==> src/rtl/riscv_mem_pkg.sv <==
// Shared definitions for the instruction/data memory arbiter: default parameters,
// FSM state encoding and the registered memory command bundle.
package riscv_mem_pkg;

    localparam int DEF_TIMEOUT        = 64;
    localparam int DEF_MAX_DATA_BURST = 4;

    localparam logic [1:0] ST_IDLE   = 2'd0;
    localparam logic [1:0] ST_BUSY_I = 2'd1;
    localparam logic [1:0] ST_BUSY_D = 2'd2;

    typedef struct packed {
        logic        we;
        logic [31:0] addr;
        logic [31:0] wdata;
        logic [3:0]  wstrb;
    } mem_cmd_t;

endpackage

==> src/rtl/arb_watchdog.sv <==
// Counts cycles of an outstanding access and flags the cycle in which the
// TIMEOUT-th busy cycle is reached.
module arb_watchdog
    import riscv_mem_pkg::*;
#(
    parameter int TIMEOUT = DEF_TIMEOUT
) (
    input  logic clk,
    input  logic reset,
    input  logic start,
    input  logic clear,
    input  logic enable,
    output logic expired
);

    localparam int CW = $clog2(TIMEOUT + 1);

    logic [CW-1:0] count;

    // The first busy cycle sees count==0, so TIMEOUT-1 marks the TIMEOUT-th cycle.
    assign expired = enable && (count == CW'(TIMEOUT - 1));

    always_ff @(posedge clk or negedge reset) begin
        if (!reset) begin
            count <= '0;
        end else if (start || clear) begin
            count <= '0;
        end else if (enable && !expired) begin
            count <= count + CW'(1);
        end
    end

endmodule

==> src/rtl/mem_arbiter.sv <==
// Arbitrates a read-only fetch port and a read/write data port onto one
// variable-latency memory, with bounded fetch starvation and an access timeout.
module mem_arbiter
    import riscv_mem_pkg::*;
#(
    parameter int TIMEOUT        = DEF_TIMEOUT,
    parameter int MAX_DATA_BURST = DEF_MAX_DATA_BURST
) (
    input  logic        clk,
    input  logic        reset,

    input  logic        i_req,
    input  logic [31:0] i_addr,
    output logic [31:0] i_rdata,
    output logic        i_ack,
    output logic        i_err,

    input  logic        d_req,
    input  logic        d_we,
    input  logic [31:0] d_addr,
    input  logic [31:0] d_wdata,
    input  logic [3:0]  d_wstrb,
    output logic [31:0] d_rdata,
    output logic        d_ack,
    output logic        d_err,

    output logic        mem_req,
    output logic        mem_we,
    output logic [31:0] mem_addr,
    output logic [31:0] mem_wdata,
    output logic [3:0]  mem_wstrb,
    input  logic [31:0] mem_rdata,
    input  logic        mem_ack,

    output logic        busy
);

    localparam int SW = $clog2(MAX_DATA_BURST + 1);

    logic [1:0]    state, state_next;
    logic [SW-1:0] starve_cnt;
    logic          starve_full;
    logic          grant_i, grant_d;
    logic          in_busy, expired, done, timed_out;
    mem_cmd_t      cmd;

    assign in_busy     = (state != ST_IDLE);
    assign starve_full = (starve_cnt == SW'(MAX_DATA_BURST));
    assign grant_d     = (state == ST_IDLE) && d_req && !(i_req && starve_full);
    assign grant_i     = (state == ST_IDLE) && i_req && !grant_d;
    assign done        = in_busy && (mem_ack || expired);
    assign timed_out   = expired && !mem_ack;

    always_comb begin
        // NOTE: default assignment first, so no path leaves state_next unassigned (no latch).
        state_next = state;
        case (state)
            ST_IDLE: begin
                if (grant_d)      state_next = ST_BUSY_D;
                else if (grant_i) state_next = ST_BUSY_I;
            end
            ST_BUSY_I, ST_BUSY_D: begin
                if (done) state_next = ST_IDLE;
            end
            default: state_next = ST_IDLE;
        endcase
    end

    // NOTE: all sequential state uses non-blocking assignments to avoid update-order races.
    always_ff @(posedge clk or negedge reset) begin
        if (!reset) begin
            state   <= ST_IDLE;
            mem_req <= 1'b0;
            cmd     <= '0;
        end else begin
            state <= state_next;
            if (grant_d) begin
                mem_req <= 1'b1;
                cmd     <= '{we: d_we, addr: d_addr, wdata: d_wdata, wstrb: d_wstrb};
            end else if (grant_i) begin
                mem_req <= 1'b1;
                cmd     <= '{we: 1'b0, addr: i_addr, wdata: 32'd0, wstrb: 4'd0};
            end else if (done) begin
                mem_req <= 1'b0;
            end
        end
    end

    // Data grants while fetch is waiting build up the count; it saturates at the limit.
    always_ff @(posedge clk or negedge reset) begin
        if (!reset) begin
            starve_cnt <= '0;
        end else if (grant_d && i_req) begin
            if (!starve_full) starve_cnt <= starve_cnt + SW'(1);
        end else if (grant_d || grant_i) begin
            starve_cnt <= '0;
        end
    end

    arb_watchdog #(
        .TIMEOUT (TIMEOUT)
    ) u_watchdog (
        .clk     (clk),
        .reset   (reset),
        .start   (grant_i || grant_d),
        .clear   (done),
        .enable  (in_busy),
        .expired (expired)
    );

    assign mem_we    = cmd.we;
    assign mem_addr  = cmd.addr;
    assign mem_wdata = cmd.wdata;
    assign mem_wstrb = cmd.wstrb;
    assign busy      = in_busy;

    // A mem_ack coinciding with expiry wins, so read data only passes on a real ack.
    assign i_ack   = (state == ST_BUSY_I) && done;
    assign i_err   = (state == ST_BUSY_I) && timed_out;
    assign i_rdata = ((state == ST_BUSY_I) && mem_ack) ? mem_rdata : 32'd0;

    assign d_ack   = (state == ST_BUSY_D) && done;
    assign d_err   = (state == ST_BUSY_D) && timed_out;
    assign d_rdata = ((state == ST_BUSY_D) && mem_ack) ? mem_rdata : 32'd0;

endmodule

==> config.mk <==
export PLATFORM = sky130hd
export DESIGN_NAME = mem_arbiter
export DESIGN_NICKNAME = d
export VERILOG_FILES = /design/src/rtl/riscv_mem_pkg.sv /design/src/rtl/arb_watchdog.sv /design/src/rtl/mem_arbiter.sv
export SDC_FILE = /design/constraint.sdc
export NUM_CORES = 1
export LEC_CHECK = 0
export ABC_CLOCK_PERIOD_IN_PS = 2600
export BUFFER_PORTS_ARGS = -buffer_cell sky130_fd_sc_hd__buf_2
export CAP_MARGIN = 25
export CELL_PAD_IN_SITES_DETAIL_PLACEMENT = 0
export CELL_PAD_IN_SITES_GLOBAL_PLACEMENT = 2
export CORE_MARGIN = 1.5
export CORE_UTILIZATION = 26
export CTS_BUF_LIST = sky130_fd_sc_hd__clkbuf_4 sky130_fd_sc_hd__clkbuf_8
export CTS_CLUSTER_SIZE = 12
export DETAILED_ROUTE_END_ITERATION = 8
export PLACE_DENSITY = 0.79
export SKIP_CTS_REPAIR_TIMING = 1
export SLEW_MARGIN = 25
export SYNTH_ARGS = -nofsm -noshare
export SYNTH_HDL_FRONTEND = slang
export SYNTH_HIERARCHICAL = 1
export SYNTH_SLANG_ARGS = --single-unit
export TNS_END_PERCENT = 20
==> constraint.sdc <==
create_clock -name clk -period 2.6 [get_ports clk]
set_clock_uncertainty 0.15 [all_clocks]
set_input_delay 0.52 -clock clk [delete_from_list [all_inputs] [get_ports clk]]
set_output_delay 0.52 -clock clk [all_outputs]
set_load 0.01 [all_outputs]
; ---- After elaboration in Yosys (flattened, before gate mapping)
; Index checks and enable logic that the tools add are counted.
[word_totals]
out_inout_bits = 139
ff_bits = 82
input_bits = 138
elab_cells = 65
[classes]
reduce_logical = 32
eq_ne = 7
n_addsub = 2
mux = 16
[ops]
columns = operator, count
row1 = 2-to-1 mux 69 bit, 2
row2 = 2-to-1 mux 32 bit, 2
row3 = logical AND 1 bit, 16
row4 = 2-to-1 mux 7 bit, 2
row5 = 2-to-1 mux 3 bit, 3
row6 = nonzero test 2 bit, 4
row7 = adder 7 x 1 -> 7 bit (second input constant), 1
row8 = == test 7 x 6 -> 1 bit (second input constant), 1
row9 = 2-to-1 mux 2 bit, 3
row10 = zero test 1 bit, 4
row11 = != test 2 bit (second input constant), 2
row12 = one-hot mux 2 bit (2 select lines), 1
row13 = AND reduction 2 bit, 2
row14 = adder 3 x 1 -> 3 bit (second input constant), 1
row15 = == test 3 bit (second input constant), 1
row16 = logical OR 1 bit, 3
row17 = 2-to-1 mux 1 bit, 3
row18 = != test 3 bit (second input constant), 1
row19 = nonzero test 3 bit, 1
row20 = == test 2 x 1 -> 1 bit (second input constant), 1
row21 = == test 2 bit (second input constant), 1
row22 = zero test 2 bit, 1
row23 = OR reduction 2 bit, 1

; ---- Logic depth before layout (Yosys ltp)
[depth]
word_depth = 9
ltp_mapped = 11
ltp_nobuf = 10

; ---- Modules after synthesis
; Netlist, hierarchy kept.
[modules_own_cells]
columns = mod, cells_each, area_per_inst_um2, seq_area_each_um2, instances
row1 = mem_arbiter, 308, 3996.3, 1876.8, 1
row2 = arb_watchdog, 37, 382.9, 175.2, 1

; ---- Worst setup path before layout
; Ideal clock, no wire load.
[synth_path]
path_type = reg2out
from = register state[0]
to = output port d_ack
path_buffers = 1
path_slack_ns = 0.357
t_arrival_ns = 1.573
t_required_ns = 1.930
stages_incl_launch_ff = 10
cell_sequence = dfrtp_1 -> inv_1 -> ha_1 -> buf_4 -> inv_1 -> nand3_1 -> nor2_1 -> o21bai_1 -> inv_1 -> and2_1
[synth_via]
elab_chain_cells = 5
word_cells_on_any_way = 6
classes_between = eq/ne (1) / reduce/logical (5)
[synth_lines]
columns = element, line_no
row1 = start: declaration, mem_arbiter.sv:40  ; logic [1:0] state, state_next;
row2 = start signal: assignment, mem_arbiter.sv:76  ; state <= state_next;
row3 = nonzero test 2 bit, mem_arbiter.sv:47  ; assign in_busy = (state != ST_IDLE);
row4 = via busy, mem_arbiter.sv:35  ; output logic busy
row5 = logical AND 1 bit, arb_watchdog.sv:21  ; assign expired = enable && (count == CW'(TIMEOUT - 1));
row6 = via expired, mem_arbiter.sv:44  ; logic in_busy, expired, done, timed_out;
row7 = logical OR 1 bit, mem_arbiter.sv:51  ; assign done = in_busy && (mem_ack || expired);
row8 = logical AND 1 bit, mem_arbiter.sv:51
row9 = via done, mem_arbiter.sv:44
row10 = logical AND 1 bit, mem_arbiter.sv:122  ; assign d_ack = (state == ST_BUSY_D) && done;
row11 = end: declaration, mem_arbiter.sv:24  ; output logic d_ack,
; The timed path passes the listed nets, and every way through them passes these cells.

; ---- Final worst setup path
[layout_path]
from = register state[0]
to = output port i_ack
[layout_via]
elab_chain_cells = 5
word_cells_on_any_way = 6
classes_between = eq/ne (1) / reduce/logical (5)
[layout_lines]
columns = element, line_no
row1 = nonzero test 2 bit, mem_arbiter.sv:47
row2 = logical AND 1 bit, arb_watchdog.sv:21
row3 = via expired, mem_arbiter.sv:44
row4 = logical OR 1 bit, mem_arbiter.sv:51
row5 = logical AND 1 bit, mem_arbiter.sv:51
row6 = via done, mem_arbiter.sv:44
row7 = logical AND 1 bit, mem_arbiter.sv:118  ; assign i_ack = (state == ST_BUSY_I) && done;
row8 = end: declaration, mem_arbiter.sv:15  ; output logic i_ack,
; The timed path passes the listed nets, and every way through them passes these cells.

==> qor.csv <==
stage,metric,value,unit
synthesis,syn_nets,489,
sta,Worst Hold Margin,-0.0217,ns
synthesis,Syn Inst Count,345,
floorplanning,Initial Util,26.5,%
floorplanning,core area,0.0165,sq mm
worst_setup_path,CP startpoint kind,flop,
clock_tree,clock buffer depth,2,
placement,Port Buf Inserts,276,
synthesis,Unique masters post-synth,39,
floorplanning,die area,0.0176,sq mm
floorplanning,I/O pins,277,
sta,setup ws final,0.133,ns
run,max_cap viols,0,
sta,unrepaired setup endpoints after global routing,no,
clock_tree,CTS sink count,82,
floorplanning,die width,133,um
clock_tree,Root Driver,clkbuf_8,
status,failing checks,negative hold slack,
clock_tree,htree depth,3,
synthesis,Post-synth EDFFs,0,
status,status,finished with violations,
pwr,Total Power,6710,uW
routing,met3 wire length,1140,um
final_layout,final design utilization,37.8,%
final_layout,Syn-to-layout area delta,42.8,%
worst_setup_path,CP arrival,1.80,ns
synthesis,sequential share of the synthesized area,46.9,%
worst_setup_path,Critical Path RT,1.93,ns
routing,drt pass-1 iters,4,
sta,period utilization,94.9,%
global_route,largest net degree at the start of global routing,45,
routing,DRC viols,0,
clock_tree,CTS tree,yes,
worst_setup_path,Worst setup EP type,primary output,
pwr,power density cells,1070,mW/mm^2
routing,met2 WL post-DR,6520,um
sta,min Tclk post-route,2.47,ns
final_layout,layout cells sized above 1,61.4,%
routing,Final ANT Viol Nets,0,
global_route,vias in the first global route,4071,
clock_tree,CTS buffer count,9,
synthesis,Synth warnings,6,
clock_tree,Worst-Skew Late Latency,0.35,ns
sta,Achievable Freq,0.405,GHz
final_layout,final net count,763,
global_route,total track usage,15.0,%
routing,Via Count,3856,
clock_tree,clock slew at reported path FFs,0.09,ns
placement,dpl ws,0.216,ns
global_route,grt total ovfl,0,
worst_setup_path,Max Fanout on Critical Path,5,
placement,post-DP HPWL,9990,um
placement,Final Wtd Congestion,0.759,
sta,final number of hold-violating endpoints,16,
sta,Final Slew Violations,0,
worst_setup_path,r2r setup slk,0.45,ns
synthesis,Mapped Area,0.00438,sq mm
synthesis,ys async rst share,100,%
min_path,Hold WC Path Type,in2async,
floorplanning,Core Rows,47,
sta,Worst Tran Pin Value,0.541,ns
routing,DR top layer,met4,
final_layout,"most common cell after layout, fill and taps aside",buf_2,
routing,Vias/cell,4.56,
global_route,initial antenna violation count,1,
sta,setup_tns,0,ns
pwr,Max IR drop VDD,567,uV
worst_setup_path,critical path type,reg2out,
sta,Max-Slew Margin vs Limit,63.9,%
routing,metal1 wirelength,5220,um
synthesis,Synth Register Bits,82,
global_route,global-route wire length before repair,20900,um
final_layout,"commonest cells after routing, fill and taps aside","buf_2, dfrtp_1, and3_1",
routing,WL/cell,15.6,um
pwr,Leakage Power,0.00371,uW
routing,Routed WL,13200,um
synthesis,ys flop type,dfrtp_1,
sta,# setup viols final,0,
synthesis,synthesized area per cell,12.7,sq um
floorplanning,Die H,133,um
routing,Iter 0 DRT Violations,116,
==> critical path, cell delays in order, from the launching register on <==
cell,delay [ns]
dfrtp_1,0.38
inv_1,0.07
ha_1,0.21
inv_1,0.08
nand3_2,0.10
nor2_4,0.15
o21bai_4,0.10
inv_2,0.10
and2_1,0.13
buf_2,0.12
==> layout make-up <==
| class | count | area [sq um] |
|---|---|---|
| Sequential cell | 82 | 2050 |
| Fill cell | 1660 | 10300 |
| Antenna cell | 1 | 2.50 |
| Inverter | 8 | 30.0 |
| Timing Repair Buffer | 292 | 1540 |
| Clock inverter | 7 | 93.8 |
| Clock buffer | 9 | 124 |
| Tap cell | 220 | 275 |
| Multi-Input combinational cell | 226 | 2130 |
==> cells by family after synthesis <==
kind of cell	Yosys count	share of synthesized area, %
adders and majority gates	6	1.71
AOI/OAI and AO/OA	57	10.8
and+or+nand+nor	96	13.6
DFF	82	46.9
buffers and inverters	37	5.06
muxes	67	21.9
==> path summary, 6_finish.rpt <==
path / start / to / cells past startpoint
setup reg to reg: state[0] / mem_addr[0] / 7
max in group asynchronous: reset / mem_addr[8] / 2
hold / removal: reset / mem_addr[2] / 1
hold reg to reg: mem_wdata[24] / mem_wdata[24] / 1
min in group clk: d_wdata[0] / mem_wdata[0] / 2
setup / recovery: state[0] / i_ack / 9
==> power breakdown <==
part / internal [uW] / leakage, uW / switching [uW]
registers: 1880 / 0.00102 / 353
clock network: 539 / 0.000105 / 479
logic: 1860 / 0.00258 / 1600
==> registers in the layout, indices dropped and copies added (netlist names) <==
name              cells
mem_addr             32
mem_wdata            32
u_watchdog/count      7
mem_wstrb             4
starve_cnt            3
state                 2
mem_req               1
mem_we                1
==> synth_stat cells (2+ instances only) <==
cell type / n / area (sq um)
a211oi_1: 3 / 22.5
a21oi_1: 3 / 15.0
a22o_1: 37 / 324
and2_1: 3 / 18.8
and3_1: 66 / 413
and3b_1: 2 / 17.5
buf_2: 3 / 15.0
buf_6: 10 / 113
clkbuf_1: 14 / 52.6
dfrtp_1: 82 / 2050
ha_1: 6 / 75.1
inv_1: 8 / 30.0
mux2_2: 8 / 90.1
mux2_4: 56 / 841
mux2i_1: 3 / 30.0
nand2_1: 11 / 41.3
nand3_2: 2 / 20.0
nand4_1: 2 / 12.5
nor2_1: 2 / 7.51
o22ai_1: 3 / 18.8
o311ai_1: 2 / 17.5
o41ai_1: 2 / 17.5
==> stage by stage <==
step | area (sq um) | cells
final | 6250 | 845
after global routing | 6250 | 844
after CTS | 6200 | 840
after detailed placement | 5980 | 824
after global placement | 5980 | 824
after floorplan | 4380 | 345
==> per-layer routing <==
metal / vias up / track usage, %
met5: - / 0
met4: 0 / 6.53
met3: 21 / 4.79
met2: 208 / 26.4
met1: 1802 / 16.6
li1: 1825 / -
Power figures use the tool's default switching activity.
